**config.mk**
```make
export PLATFORM = sky130hd
export DESIGN_NAME = multiplexor_barrido_n_a_1_flat
export DESIGN_NICKNAME = d
export VERILOG_FILES = /design/src/rtl/mux_pkg.sv /design/src/rtl/multiplexor_barrido_n_a_1_if.sv /design/src/rtl/contador_barrido.sv /design/src/rtl/multiplexor_barrido_n_a_1.sv /design/src/flat_wrapper.sv
export SDC_FILE = /design/constraint.sdc
export NUM_CORES = 1
export LEC_CHECK = 0
export ABC_AREA = 1
export BUFFER_PORTS_ARGS = -buffer_cell sky130_fd_sc_hd__clkbuf_2
export CORE_ASPECT_RATIO = 0.6
export CORE_UTILIZATION = 32
export DETAILED_ROUTE_END_ITERATION = 8
export GPL_TIMING_DRIVEN = 0
export MAX_ROUTING_LAYER = met4
export PLACE_DENSITY = 0.59
export SETUP_SLACK_MARGIN = 0.1
export SLEW_MARGIN = 5
export SYNTH_ARGS = -nofsm -noshare
export SYNTH_HDL_FRONTEND = slang
export SYNTH_HIERARCHICAL = 1
export SYNTH_SLANG_ARGS = --single-unit
```
**constraint.sdc**
```tcl
create_clock -name clk -period 4.2 [get_ports clk]
set_input_delay 0.63 -clock clk [delete_from_list [all_inputs] [get_ports clk]]
set_output_delay 0.63 -clock clk [all_outputs]
set_load 0.005 [all_outputs]
```
**src/rtl/mux_pkg.sv**
```systemverilog
// Shared modes, default data value and width helper for the scanning N-to-1 multiplexer.
// No logic here; widths are resolved at each use site.
package mux_pkg;

    typedef enum logic {
        MODO_MANUAL = 1'b0,
        MODO_AUTO   = 1'b1
    } modo_t;

    // Replicated to ANCHO bits wherever an idle output is needed.
    localparam logic DEFECTO = 1'b0;

    // One extra code beyond N so that 0 can mean "no channel" with 1-based indices.
    function automatic int ancho_sel(input int n);
        return $clog2(n + 1);
    endfunction

endpackage

```
**src/rtl/multiplexor_barrido_n_a_1_if.sv**
```systemverilog
// Bundle of data, control and result signals of the scanning multiplexer.
// master drives data/control and observes results; slave is the multiplexer.
interface multiplexor_barrido_n_a_1_if
    import mux_pkg::*;
#(
    parameter int N_ENTRADAS = 4,
    parameter int ANCHO      = 3
) ();

    localparam int ANCHO_SEL = ancho_sel(N_ENTRADAS);

    logic [N_ENTRADAS*ANCHO-1:0] entradas;
    logic [ANCHO_SEL-1:0]        selector;
    logic                        modo;
    logic                        retener;
    logic [ANCHO-1:0]            salida;
    logic                        valida;
    logic [ANCHO_SEL-1:0]        canal;
    logic                        fin_barrido;

    modport master (
        output entradas, selector, modo, retener,
        input  salida, valida, canal, fin_barrido
    );

    modport slave (
        input  entradas, selector, modo, retener,
        output salida, valida, canal, fin_barrido
    );

endinterface

```
**src/rtl/contador_barrido.sv**
```systemverilog
// Scan index (1..N) with per-channel dwell counter and wrap flag; indice/envuelta reflect
// the state used this cycle, with a pending restart already applied. Holds when not enabled.
module contador_barrido #(
    parameter int N_ENTRADAS  = 4,
    parameter int PERMANENCIA = 2,
    parameter int ANCHO_SEL   = 3
) (
    input  logic                 clk,
    input  logic                 rst,
    input  logic                 habilitar,
    input  logic                 reiniciar,
    output logic [ANCHO_SEL-1:0] indice,
    output logic                 envuelta
);

    localparam int ANCHO_DW = (PERMANENCIA > 1) ? $clog2(PERMANENCIA) : 1;

    logic [ANCHO_SEL-1:0] indice_q;
    logic [ANCHO_DW-1:0]  dwell_q;
    logic                 envuelta_q;
    logic [ANCHO_SEL-1:0] indice_ef;
    logic [ANCHO_DW-1:0]  dwell_ef;

    // A restart takes effect in the same cycle: that cycle is the first dwell cycle of channel 1.
    always_comb begin
        indice_ef = reiniciar ? ANCHO_SEL'(1) : indice_q;
        dwell_ef  = reiniciar ? '0 : dwell_q;
        indice    = indice_ef;
        envuelta  = envuelta_q & ~reiniciar;
    end

    always_ff @(posedge clk) begin
        if (rst) begin
            indice_q   <= ANCHO_SEL'(1);
            dwell_q    <= '0;
            envuelta_q <= 1'b0;
        end else if (habilitar) begin
            if (dwell_ef == ANCHO_DW'(PERMANENCIA - 1)) begin
                dwell_q <= '0;
                if (indice_ef == ANCHO_SEL'(N_ENTRADAS)) begin
                    indice_q   <= ANCHO_SEL'(1);
                    envuelta_q <= 1'b1;
                end else begin
                    indice_q   <= indice_ef + 1'b1;
                    envuelta_q <= 1'b0;
                end
            end else begin
                dwell_q    <= dwell_ef + 1'b1;
                indice_q   <= indice_ef;
                envuelta_q <= 1'b0;
            end
        end else if (reiniciar) begin
            indice_q   <= ANCHO_SEL'(1);
            dwell_q    <= '0;
            envuelta_q <= 1'b0;
        end
    end

endmodule

```
**src/rtl/multiplexor_barrido_n_a_1.sv**
```systemverilog
// Registered N-to-1 mux: manual 1-based selection or automatic round-robin scan; 1-cycle latency.
// No backpressure; retener freezes outputs and scan state.
module multiplexor_barrido_n_a_1
    import mux_pkg::*;
#(
    parameter int N_ENTRADAS  = 4,
    parameter int ANCHO       = 3,
    parameter int PERMANENCIA = 2
) (
    input  logic                        clk,
    input  logic                        rst,
    multiplexor_barrido_n_a_1_if.slave  bus
);

    localparam int ANCHO_SEL = ancho_sel(N_ENTRADAS);

    modo_t                modo_q;
    logic                 cambio;
    logic                 habilitar;
    logic                 reiniciar;
    logic [ANCHO_SEL-1:0] indice;
    logic                 envuelta;
    logic [ANCHO-1:0]     dato_manual;
    logic [ANCHO-1:0]     dato_auto;
    logic                 selector_ok;

    logic [ANCHO-1:0]     salida_q;
    logic                 valida_q;
    logic [ANCHO_SEL-1:0] canal_q;
    logic                 fin_q;

    // Mode changes are only acted on outside a hold, so a change during a hold is seen after release.
    always_comb begin
        cambio    = (modo_t'(bus.modo) != modo_q);
        reiniciar = cambio & ~bus.retener;
        habilitar = (modo_t'(bus.modo) == MODO_AUTO) & ~bus.retener;
    end

    contador_barrido #(
        .N_ENTRADAS  (N_ENTRADAS),
        .PERMANENCIA (PERMANENCIA),
        .ANCHO_SEL   (ANCHO_SEL)
    ) u_contador (
        .clk       (clk),
        .rst       (rst),
        .habilitar (habilitar),
        .reiniciar (reiniciar),
        .indice    (indice),
        .envuelta  (envuelta)
    );

    always_comb begin
        dato_manual = {ANCHO{DEFECTO}};
        dato_auto   = {ANCHO{DEFECTO}};
        selector_ok = 1'b0;
        for (int i = 0; i < N_ENTRADAS; i++) begin
            if (bus.selector == ANCHO_SEL'(i + 1)) begin
                dato_manual = bus.entradas[i*ANCHO +: ANCHO];
                selector_ok = 1'b1;
            end
            if (indice == ANCHO_SEL'(i + 1)) begin
                dato_auto = bus.entradas[i*ANCHO +: ANCHO];
            end
        end
    end

    always_ff @(posedge clk) begin
        if (rst) begin
            salida_q <= {ANCHO{DEFECTO}};
            valida_q <= 1'b0;
            canal_q  <= '0;
            fin_q    <= 1'b0;
            modo_q   <= MODO_MANUAL;
        end else if (bus.retener) begin
            fin_q    <= 1'b0;
        end else begin
            modo_q <= modo_t'(bus.modo);
            if (modo_t'(bus.modo) == MODO_AUTO) begin
                salida_q <= dato_auto;
                valida_q <= 1'b1;
                canal_q  <= indice;
                fin_q    <= envuelta;
            end else begin
                salida_q <= dato_manual;
                valida_q <= selector_ok;
                canal_q  <= selector_ok ? bus.selector : '0;
                fin_q    <= 1'b0;
            end
        end
    end

    assign bus.salida      = salida_q;
    assign bus.valida      = valida_q;
    assign bus.canal       = canal_q;
    assign bus.fin_barrido = fin_q;

endmodule

```
**src/flat_wrapper.sv**
```systemverilog
// flat-port wrapper written by rule: the top's interface ports become plain ports
module multiplexor_barrido_n_a_1_flat import mux_pkg::*;
#(
    parameter int N_ENTRADAS  = 4,
    parameter int ANCHO       = 3,
    parameter int PERMANENCIA = 2
)
  (clk, rst, bus_entradas, bus_selector, bus_modo, bus_retener, bus_salida, bus_valida, bus_canal, bus_fin_barrido);
  multiplexor_barrido_n_a_1_if #(.N_ENTRADAS(N_ENTRADAS), .ANCHO(ANCHO)) bus_i ();
  input  logic clk;
  input  logic rst;
  input wire logic [$bits(bus_i.entradas)-1:0] bus_entradas;
  input wire logic [$bits(bus_i.selector)-1:0] bus_selector;
  input wire logic [$bits(bus_i.modo)-1:0] bus_modo;
  input wire logic [$bits(bus_i.retener)-1:0] bus_retener;
  output wire logic [$bits(bus_i.salida)-1:0] bus_salida;
  output wire logic [$bits(bus_i.valida)-1:0] bus_valida;
  output wire logic [$bits(bus_i.canal)-1:0] bus_canal;
  output wire logic [$bits(bus_i.fin_barrido)-1:0] bus_fin_barrido;
  assign bus_i.entradas = bus_entradas;
  assign bus_i.selector = bus_selector;
  assign bus_i.modo = bus_modo;
  assign bus_i.retener = bus_retener;
  assign bus_salida = bus_i.salida;
  assign bus_valida = bus_i.valida;
  assign bus_canal = bus_i.canal;
  assign bus_fin_barrido = bus_i.fin_barrido;
  multiplexor_barrido_n_a_1 #(.N_ENTRADAS(N_ENTRADAS), .ANCHO(ANCHO), .PERMANENCIA(PERMANENCIA)) u_core (.clk(clk), .rst(rst), .bus(bus_i));
endmodule
```
==> flow_metrics.tcl, run 1 <==
set metrics [dict create \
    status "finished clean" \
    rsz0062_at_grt "false" \
    ctsHoldBuffers 0 \
    drv_slew 0 \
    maxCapViolations 0 \
    drive_above_1_share 0.2784 \
    period_share 0.6006 \
    nets 198 \
    grt-ovfl-total 0 \
    vias_per_cell 5.091 \
    cp-end-kind "flop" \
    cts_root_buf "clkbuf_8" \
    fill_cells 285 \
    die_w_um 71.68 \
    fin_ws_ps 1677 \
    start_kind "input port" \
    post_cts_buffers 0 \
    fin_total_pwr_mw 0.3380 \
    crit_fanout 10 \
    floorplan.die_area_um2 3140 \
    wl_per_cell_um 12.46 \
    grt_pass1_vias 893 \
    yosys-top-cells-area "dfxtp_1 30%, nand2_1 10%, o21ai_0 9.7%" \
    cpPeakStageDelay_ps 430 \
    clk_latency_ps 250 \
    area_growth_pct 24.16 \
    ant_nets 0 \
    r2r_start "u_core/modo_q$_SDFFE_PP0N_" \
    clock.fmax_mhz 396.4 \
    ctsHtreeMaxLevel 1 \
    syn_nets 167 \
    firstDrtPassIters 4 \
    n_antenna_cell 0 \
    finalSetupViolCount 0 \
    io_pins 27 \
    period_minus_slack_ps 2523 \
    die_height_um 43.81 \
    hold_end "u_core/modo_q$_SDFFE_PP0N_" \
    drc 0 \
    clk_transition_reported_paths_ps 60 \
    timing.rr.end "u_core/bus.salida[1]$_SDFFE_PP0N_" \
    ys_types 22 \
    use_met2 0.2358 \
    p_leak_nw 0.5877 \
    slew_headroom 0.6542 \
    peakVddDrop_v 0.0001353 \
    cp_slowest_cell "a21oi_1" \
    use_met3 0.05349 \
    start_util 0.3548 \
    max-clock-path-buffers 2 \
    routed_wl_mm 2.592 \
    grt-busiest-layer "met1" \
    synth_top_area_frac 0.3007 \
    post_cts_resized 0 \
    cts_tree "done" \
    hold_viol 0 \
    worstHoldPathType "reg2reg" \
    core_um2 2628 \
    rows 14 \
    dp_worst_setup_slack_ps 1435 \
    tightest_slew_ps 518.7 \
    hold_path_depth 2 \
    powerDensity_nw_per_um2 292.0 \
    critical_path_class "in2reg" \
    synth_warnings 6 \
    cp.required_ps 4370 \
    reg2reg_depth 10 \
    path_cells "clkbuf_2 -> inv_1 -> buf_2 -> o21ai_0 -> a21oi_1 -> nor2_1 -> inv_1 -> inv_2 -> nor3_1 -> nand2_1 -> nand4_1 -> nand2_1 -> a21oi_1" \
    grt_pass1_wl_mm 4.105 \
    hpwl_mm 2.100 \
    antenna_found_initial 0 \
    min_from "u_core/modo_q$_SDFFE_PP0N_" \
    yosys.area.top_type "dfxtp_1" \
    clock-sinks 14 \
    grt_max_degree 11 \
    vias 1059 \
    arrival_ps 2690 \
    avgSynthCellArea_um2 6.385 \
    ys_seq_area_frac 0.3007 \
    finClkSkew_ps 3.356 \
    grt_usage 0.1772 \
    netlist_area_um2 932.1 \
    first_iter_violations 52 \
    numCtsBuffers 3 \
    r2r_slack_ps 2200 \
    syn_inst 146 \
    gp_congestion 0.8228 \
    grt_use_met1 0.2699 \
    tns_ps 0 \
    ys_ff_latch 14 \
    portBuffers 26 \
    fin_util 0.4405 \
]
[cell usage after synthesis]
| cell | instances |
|---|---|
| a211oi_1 | 1 |
| a21oi_1 | 10 |
| a21oi_2 | 1 |
| buf_2 | 1 |
| dfxtp_1 | 14 |
| ha_1 | 2 |
| inv_1 | 19 |
| inv_2 | 7 |
| nand2_1 | 26 |
| nand2_2 | 1 |
| nand3_1 | 5 |
| nand3_2 | 2 |
| nand3b_1 | 1 |
| nand4_1 | 8 |
| nor2_1 | 14 |
| nor2_2 | 4 |
| nor2_4 | 1 |
| nor3_1 | 6 |
| o211a_1 | 1 |
| o211ai_1 | 2 |
| o21ai_0 | 18 |
| o21ai_2 | 2 |
[how the worst max path moves through the flow]
stage                            from                                end  cells past startpoint
after global placement    bus_retener  u_core/bus.salida[1]$_SDFFE_PP0N_                     13
after floorplan           bus_retener  u_core/bus.salida[0]$_SDFFE_PP0N_                     14
after global routing      bus_retener  u_core/bus.salida[1]$_SDFFE_PP0N_                     13
final                     bus_retener  u_core/bus.salida[1]$_SDFFE_PP0N_                     13
after CTS                 bus_retener  u_core/bus.salida[0]$_SDFFE_PP0N_                     15
after detailed placement  bus_retener  u_core/bus.salida[0]$_SDFFE_PP0N_                     15
[cells by family (layout without fill, tap and decap cells)]
kind of cell | after synthesis | count (layout) | synth area share
buf+inv | 27 | 57 | 0.1101
compound gates | 35 | 35 | 0.2134
fa+ha+maj | 2 | 2 | 0.02684
simple gates | 68 | 68 | 0.3490
flops | 14 | 14 | 0.3007
[layer usage]
| layer | up-vias | share of wire |
|---|---|---|
| met1 | 472 | 0.52 |
| met2 | 40 | 0.39 |
| met3 | 0 | 0.093 |
| met5 | - | 0 |
| li1 | 547 | - |
| met4 | 0 | 0 |
[area by class of cell]
class,instances,area [um^2],area share
Multi-Input combinational cell,105,549.3,0.4746
Clock buffer,4,55.05,0.04757
Inverter,26,97.59,0.08432
Buffer,1,5.005,0.004324
Tap cell,32,40.04,0.03459
Sequential cell,14,280.3,0.2422
Timing Repair Buffer,26,130.1,0.1124
[cells in the final DEF, fill, tap and decap left out]
cell type,instances
ha_1,2
clkbuf_2,26
buf_2,1
inv_2,7
dfxtp_1,14
o211ai_1,2
clkbuf_8,4
a21oi_1,10
nand4_1,8
nand2_2,1
a211oi_1,1
nor2_2,4
inv_1,19
nand3_2,2
a21oi_2,1
o21ai_2,2
nand3b_1,1
nor2_4,1
o21ai_0,18
nor3_1,6
nor2_1,14
o211a_1,1
nand2_1,26
nand3_1,5
[per-stage QoR]
stage	hold slack [ps]	std cells	area, um^2
final	490.4	208	1157
after global routing	512.8	208	1157
after CTS	488.6	208	1157
after detailed placement	478.9	204	1102
after global placement	468.0	204	1102
after floorplan	446.7	146	932.1
[worst max-delay path: cells and delay by family]
| family | cells | cell delay, ps |
|---|---|---|
| buffers and inverters | 5 | 810 |
| AO/OA/AOI/OAI | 3 | 690 |
| AND/OR/NAND/NOR | 5 | 550 |
[power by group]
part           leakage [nW]  internal, mW  switching [mW]
registers             0.115         0.140         0.00353
logic                 0.444        0.0235          0.0388
clock network        0.0288        0.0830          0.0490
[sequential cells by signal (all words and copies together) (netlist names)]
name / flops
u_core/bus.canal: 3
u_core/bus.salida: 3
u_core/u_contador/indice_q: 3
u_core/bus.fin_barrido: 1
u_core/bus.valida: 1
u_core/modo_q: 1
u_core/u_contador/dwell_q: 1
u_core/u_contador/envuelta_q: 1
(Power assumes the default switching activity.)
==> run 2, diff against run 1 <==
--- a/config.mk
+++ b/config.mk
@@ -5,14 +5,14 @@
 export SDC_FILE = /design/constraint.sdc
 export NUM_CORES = 1
 export LEC_CHECK = 0
-export ABC_AREA = 1
+export ABC_AREA = 0
 export BUFFER_PORTS_ARGS = -buffer_cell sky130_fd_sc_hd__clkbuf_2
 export CORE_ASPECT_RATIO = 0.6
 export CORE_UTILIZATION = 32
 export DETAILED_ROUTE_END_ITERATION = 8
 export GPL_TIMING_DRIVEN = 0
 export MAX_ROUTING_LAYER = met4
-export PLACE_DENSITY = 0.59
+export PLACE_DENSITY = 0.61
 export SETUP_SLACK_MARGIN = 0.1
 export SLEW_MARGIN = 5
 export SYNTH_ARGS = -nofsm -noshare
==> constraint.sdc (replaced) <==
create_clock -name clk -period 2.04 [get_ports clk]
set_input_delay 0.306 -clock clk [delete_from_list [all_inputs] [get_ports clk]]
set_output_delay 0.306 -clock clk [all_outputs]
set_load 0.005 [all_outputs]
==> flow_metrics.tcl, run 2 <==
set metrics [dict create \
    grt_usage 0.1643 \
    firstDrtPassIters 4 \
    fill_cells 256 \
    period_share 0.9350 \
    place_area_um2 1079 \
    hpwl_mm 1.716 \
    final_cell_area_um2 1204 \
    die_w_um 69.97 \
    p_sw_frac 0.2656 \
    critical_path_class "reg2reg" \
    yosys-top-cells-area "dfxtp_1 32%, a21oi_1 6.2%, mux2i_1 5.6%" \
    finClkSkew_ps 7.187 \
    stdcell_count 172 \
    fin_util 0.4706 \
    status "finished clean" \
    path_cells "xnor2_4 -> nor2_4 -> nand2b_4 -> inv_4 -> or3b_4 -> buf_4 -> o221ai_1 -> a221oi_2" \
    synth_warnings 6 \
    fin_ws_ps 132.7 \
    syn_nets 128 \
    netlist_area_um2 887.1 \
    p_seq_frac 0.411 \
    p_sw_mw 0.1895 \
    layout_commonest_cell "clkbuf_2" \
    peakVddDrop_v 0.0004057 \
    maxCapViolations 0 \
    powerDensity_nw_per_um2 592.8 \
    cp_num_buf_inv 2 \
    first_iter_violations 50 \
    avgSynthCellArea_um2 8.291 \
    io_pins 27 \
    r2r_start "u_core/modo_q$_SDFFE_PP0N_" \
    dp.cells 164 \
    crit_fanout 8 \
    p_int_mw 0.5240 \
    timing.rr.end "u_core/bus.salida[2]$_SDFFE_PP0N_" \
    cts_tree "done" \
    grt-ovfl-total 0 \
    vias_per_cell 5.192 \
    synth_edf_count 0 \
    worstHoldPathType "in2reg" \
    ys_ff_latch 14 \
    die_height_um 42.79 \
    ys_types 34 \
    dp_worst_setup_slack_ps -252.2 \
    yosys.area.top_type "dfxtp_1" \
    synthArstFlopShare 0 \
    drv_slew 0 \
    clock.fmax_mhz 524.3 \
    numCtsBuffers 3 \
    r2r_slack_ps 130 \
    max-clock-path-buffers 2 \
    hold_path_depth 2 \
    holdWs_ps 311.3 \
    synth.most_common_cell "dfxtp_1" \
    clk_transition_reported_paths_ps 70 \
    tns_ps 0 \
    rsz0062_at_grt "true" \
    rows 14 \
    ctsHoldBuffers 0 \
    area_growth_pct 35.68 \
    fin_total_pwr_mw 0.7135 \
    clk_latency_ps 250 \
    cpPeakStageDelay_ps 420 \
    syn_inst 107 \
    grt_max_degree 11 \
    pwr-share-comb 0.196 \
    ys_seq_area_frac 0.3159 \
    portBuffers 25 \
    synth_top_area_frac 0.3159 \
    reg2reg_depth 8 \
    nets 162 \
    routed_wl_mm 2.329 \
    drc 0 \
    cp.required_ps 2160 \
    finalSetupViolCount 0 \
    floorplan.die_area_um2 2994 \
    cp_slowest_cell "or3b_4" \
    grt_pass1_wl_mm 3.663 \
    start_kind "flop" \
    p_clk_frac 0.392 \
    final_cell_mix "25 x clkbuf_2, 13 x dfxtp_1, 11 x a21oi_1, 11 x nor2_1" \
    ant_nets 0 \
    clock-sinks 14 \
    vias 893 \
    hold_viol 0 \
    start_util 0.3469 \
    core_um2 2557 \
    hold_end "u_core/u_contador/indice_q[1]$_SDFF_PP0_" \
    antenna_found_initial 0 \
    cts_root_buf "clkbuf_8" \
    arrival_ps 2030 \
    synth-main-ff-cell "dfxtp_1" \
    drive_above_1_share 0.3857 \
    gp_congestion 0.8886 \
    p_leak_nw 0.5266 \
    cp_top_family "simple AND/OR/NAND/NOR gates" \
    n_antenna_cell 0 \
    cp-end-kind "flop" \
    grt_pass1_vias 767 \
    period_minus_slack_ps 1907 \
    tightest_slew_ps 453.9 \
    slew_headroom 0.6974 \
    wl_per_cell_um 13.54 \
    synth_common_cells "14 x dfxtp_1, 13 x nor2_1, 11 x a21oi_1, 8 x inv_1, 7 x nand2_1" \
    min_from "rst" \
    ctsHtreeMaxLevel 1 \
]
run 2: power by group through the flow:
stage / logic (mW) / registers, mW / clock network [mW]
after floorplan: 0.0769 / 0.300 / 0
after global placement: 0.126 / 0.299 / 0
after detailed placement: 0.127 / 0.300 / 0
after CTS: 0.131 / 0.294 / 0.291
after global routing: 0.154 / 0.296 / 0.294
final: 0.140 / 0.294 / 0.280
run 2: per-layer routing:
layer  part of all wire  track usage
met1               0.53       0.2486
met2               0.39       0.2000
met3              0.073      0.04276
met4             0.0043      0.06000
met5                  0            -
run 2: how the worst max path moves through the flow:
stage,slack (ps),end,cells after the start,from
after floorplan,110,u_core/bus.salida[1]$_SDFFE_PP0N_,10,bus_modo
after global placement,-230,u_core/bus.salida[1]$_SDFFE_PP0N_,9,bus_modo
after detailed placement,-250,u_core/bus.salida[1]$_SDFFE_PP0N_,9,bus_modo
after CTS,110,u_core/bus.salida[1]$_SDFFE_PP0N_,11,bus_modo
after global routing,60,u_core/bus.salida[2]$_SDFFE_PP0N_,8,u_core/modo_q$_SDFFE_PP0N_
final,130,u_core/bus.salida[2]$_SDFFE_PP0N_,8,u_core/modo_q$_SDFFE_PP0N_
run 2: timing repair:
action	in CTS	in global routing
setup buffers	0	4
pin swaps	2	4
gates resized for setup	4	7
cloned	0	0
endpoints found under the setup margin	2	2
run 2: final cells by class:
cell class                      count  area (um^2)  share of cell area
Multi-Input combinational cell     80        598.1              0.4969
Clock buffer                        4        55.05             0.04574
Inverter                            8        32.53             0.02703
Timing Repair Buffer               29        155.1              0.1289
Tap cell                           32        40.04             0.03326
Buffer                              5        38.79             0.03222
Sequential cell                    14        284.0              0.2360
run 2: logic make-up (layout without fill, tap and decap cells):
| kind of cell | count (synthesis) | count (layout) | share of synthesized area |
|---|---|---|---|
| fa+ha+maj | 2 | 2 | 0.02820 |
| simple gates | 39 | 39 | 0.2412 |
| buf+inv | 13 | 46 | 0.06629 |
| compound gates | 29 | 29 | 0.2398 |
| flops | 14 | 14 | 0.3159 |
| mux | 6 | 6 | 0.06911 |
| xor+xnor | 4 | 4 | 0.03950 |
==> run 3, diff against run 2 <==
==> constraint.sdc (replaced) <==
create_clock -name clk -period 2.04 [get_ports clk]
set_input_delay 0.204 -clock clk [delete_from_list [all_inputs] [get_ports clk]]
set_output_delay 0.204 -clock clk [all_outputs]
set_load 0.005 [all_outputs]
==> flow_metrics.tcl, run 3 (synthesis results as in run 2) <==
set metrics [dict create \
    status "finished clean" \
    drv_slew 0 \
    numCtsBuffers 3 \
    max-clock-path-buffers 2 \
    drive_above_1_share 0.4167 \
    fin_total_pwr_mw 0.7057 \
    rows 14 \
    arrival_ps 2110 \
    finClkSkew_ps 0.9464 \
    drc 0 \
    cpPeakStageDelay_ps 430 \
    cp_num_buf_inv 1 \
    grt_usage 0.1720 \
    tightest_slew_ps 478.5 \
    ctsHoldBuffers 0 \
    place_area_um2 1055 \
    firstDrtPassIters 4 \
    vias 917 \
    start_util 0.3469 \
    n_antenna_cell 0 \
    holdWs_ps 212.2 \
    period_share 0.9547 \
    grt_pass1_vias 849 \
    cp_slowest_cell "or3b_4" \
    clock.fmax_mhz 513.4 \
    use_met2 0.2769 \
    cp_top_family "simple AND/OR/NAND/NOR gates" \
    final_cell_area_um2 1254 \
    cp.required_ps 2200 \
    grt-busiest-layer "met2" \
    clock-sinks 14 \
    hold_viol 0 \
    portBuffers 25 \
    gp_congestion 0.8647 \
    critical_path_class "reg2reg" \
    period_minus_slack_ps 1948 \
    cts_root_buf "clkbuf_8" \
    die_w_um 69.97 \
    final_cell_mix "25 x clkbuf_2, 13 x dfxtp_1, 11 x a21oi_1, 11 x nor2_1, 9 x buf_4" \
    maxCapViolations 0 \
    start_kind "flop" \
    grt-ovfl-total 0 \
    grt_max_degree 17 \
    area_growth_pct 41.33 \
    vias_per_cell 5.210 \
    crit_fanout 6 \
    slew_headroom 0.6810 \
    cp-end-kind "flop" \
    tns_ps 0 \
    ant_nets 0 \
    grt_pass1_wl_mm 3.864 \
    peakVddDrop_v 0.0003033 \
    io_pins 27 \
    finalSetupViolCount 0 \
    use_met3 0.05226 \
    routed_wl_mm 2.449 \
    ctsHtreeMaxLevel 1 \
    cts_tree "done" \
    layout_commonest_cell "clkbuf_2" \
    antenna_found_initial 0 \
    grt_use_met1 0.2217 \
    hpwl_mm 1.791 \
    core_um2 2557 \
    die_height_um 42.79 \
    path_cells "xnor2_2 -> nor2_4 -> nand2b_4 -> inv_6 -> or3b_4 -> o31ai_2 -> o221ai_1 -> a221oi_2" \
    clk_transition_reported_paths_ps 60 \
    powerDensity_nw_per_um2 562.9 \
    nets 166 \
    first_iter_violations 38 \
    worstHoldPathType "in2reg" \
    floorplan.die_area_um2 2994 \
    rsz0062_at_grt "true" \
    wl_per_cell_um 13.91 \
    clk_latency_ps 240 \
    p_leak_nw 0.5490 \
]
[run 3: layout make-up]
cell class	count	area (um^2)
plain buffers	4	27.53
clock buffers	4	55.05
fillers	271	1304
inverters	8	35.03
multi-input cells	80	621.8
flip-flops and latches	14	281.5
well taps	32	40.04
repair buffers	34	192.7
[run 3: routing by layer]
layer  vias up  routed length [um]
li1        463                   -
met1       437                1197
met2        17                1143
met3         0                 108
met4         0                   0
met5         -                   0
[run 3: worst register-to-register path, stage by stage (launching register included)]
cell      delay [ps]
dfxtp_2          330
xnor2_2          140
nor2_4           220
nand2b_4         210
inv_6             30
or3b_4           430
o31ai_2           80
o221ai_1         180
a221oi_2         240
[run 3: stage by stage]
step,setup WS (ps),instances,util
floorplan,167.7,107,-
global placement,-312.3,164,0.4124
detailed placement,-375.7,164,0.4124
CTS,107.5,172,0.4716
global route,28.47,176,0.4902
finish,92.32,176,0.4902
[run 3: where the power goes]
group | leakage [nW] | total, mW | internal (mW) | switching, mW
Combinational | 0.405 | 0.144 | 0.0669 | 0.0769
Sequential | 0.115 | 0.294 | 0.287 | 0.00781
Clock | 0.0288 | 0.268 | 0.171 | 0.0969
Total | 0.549 | 0.706 | 0.524 | 0.182
[run 3: worst paths after layout]
kind	cells past startpoint	end	slack, ps	from
setup / recovery	8	u_core/bus.salida[2]$_SDFFE_PP0N_	90	u_core/modo_q$_SDFFE_PP0N_
hold / removal	2	u_core/u_contador/dwell_q$_SDFF_PP0_	210	rst
setup reg to reg	8	u_core/bus.salida[2]$_SDFFE_PP0N_	90	u_core/modo_q$_SDFFE_PP0N_
hold reg to reg	2	u_core/bus.salida[1]$_SDFFE_PP0N_	480	u_core/bus.salida[1]$_SDFFE_PP0N_
[run 3: timing repair]
action,4_1_cts,5_1_grt
endpoints found under the setup margin,2,2
gates resized for setup,13,5
pin swaps,5,8
buffers inserted,5,4
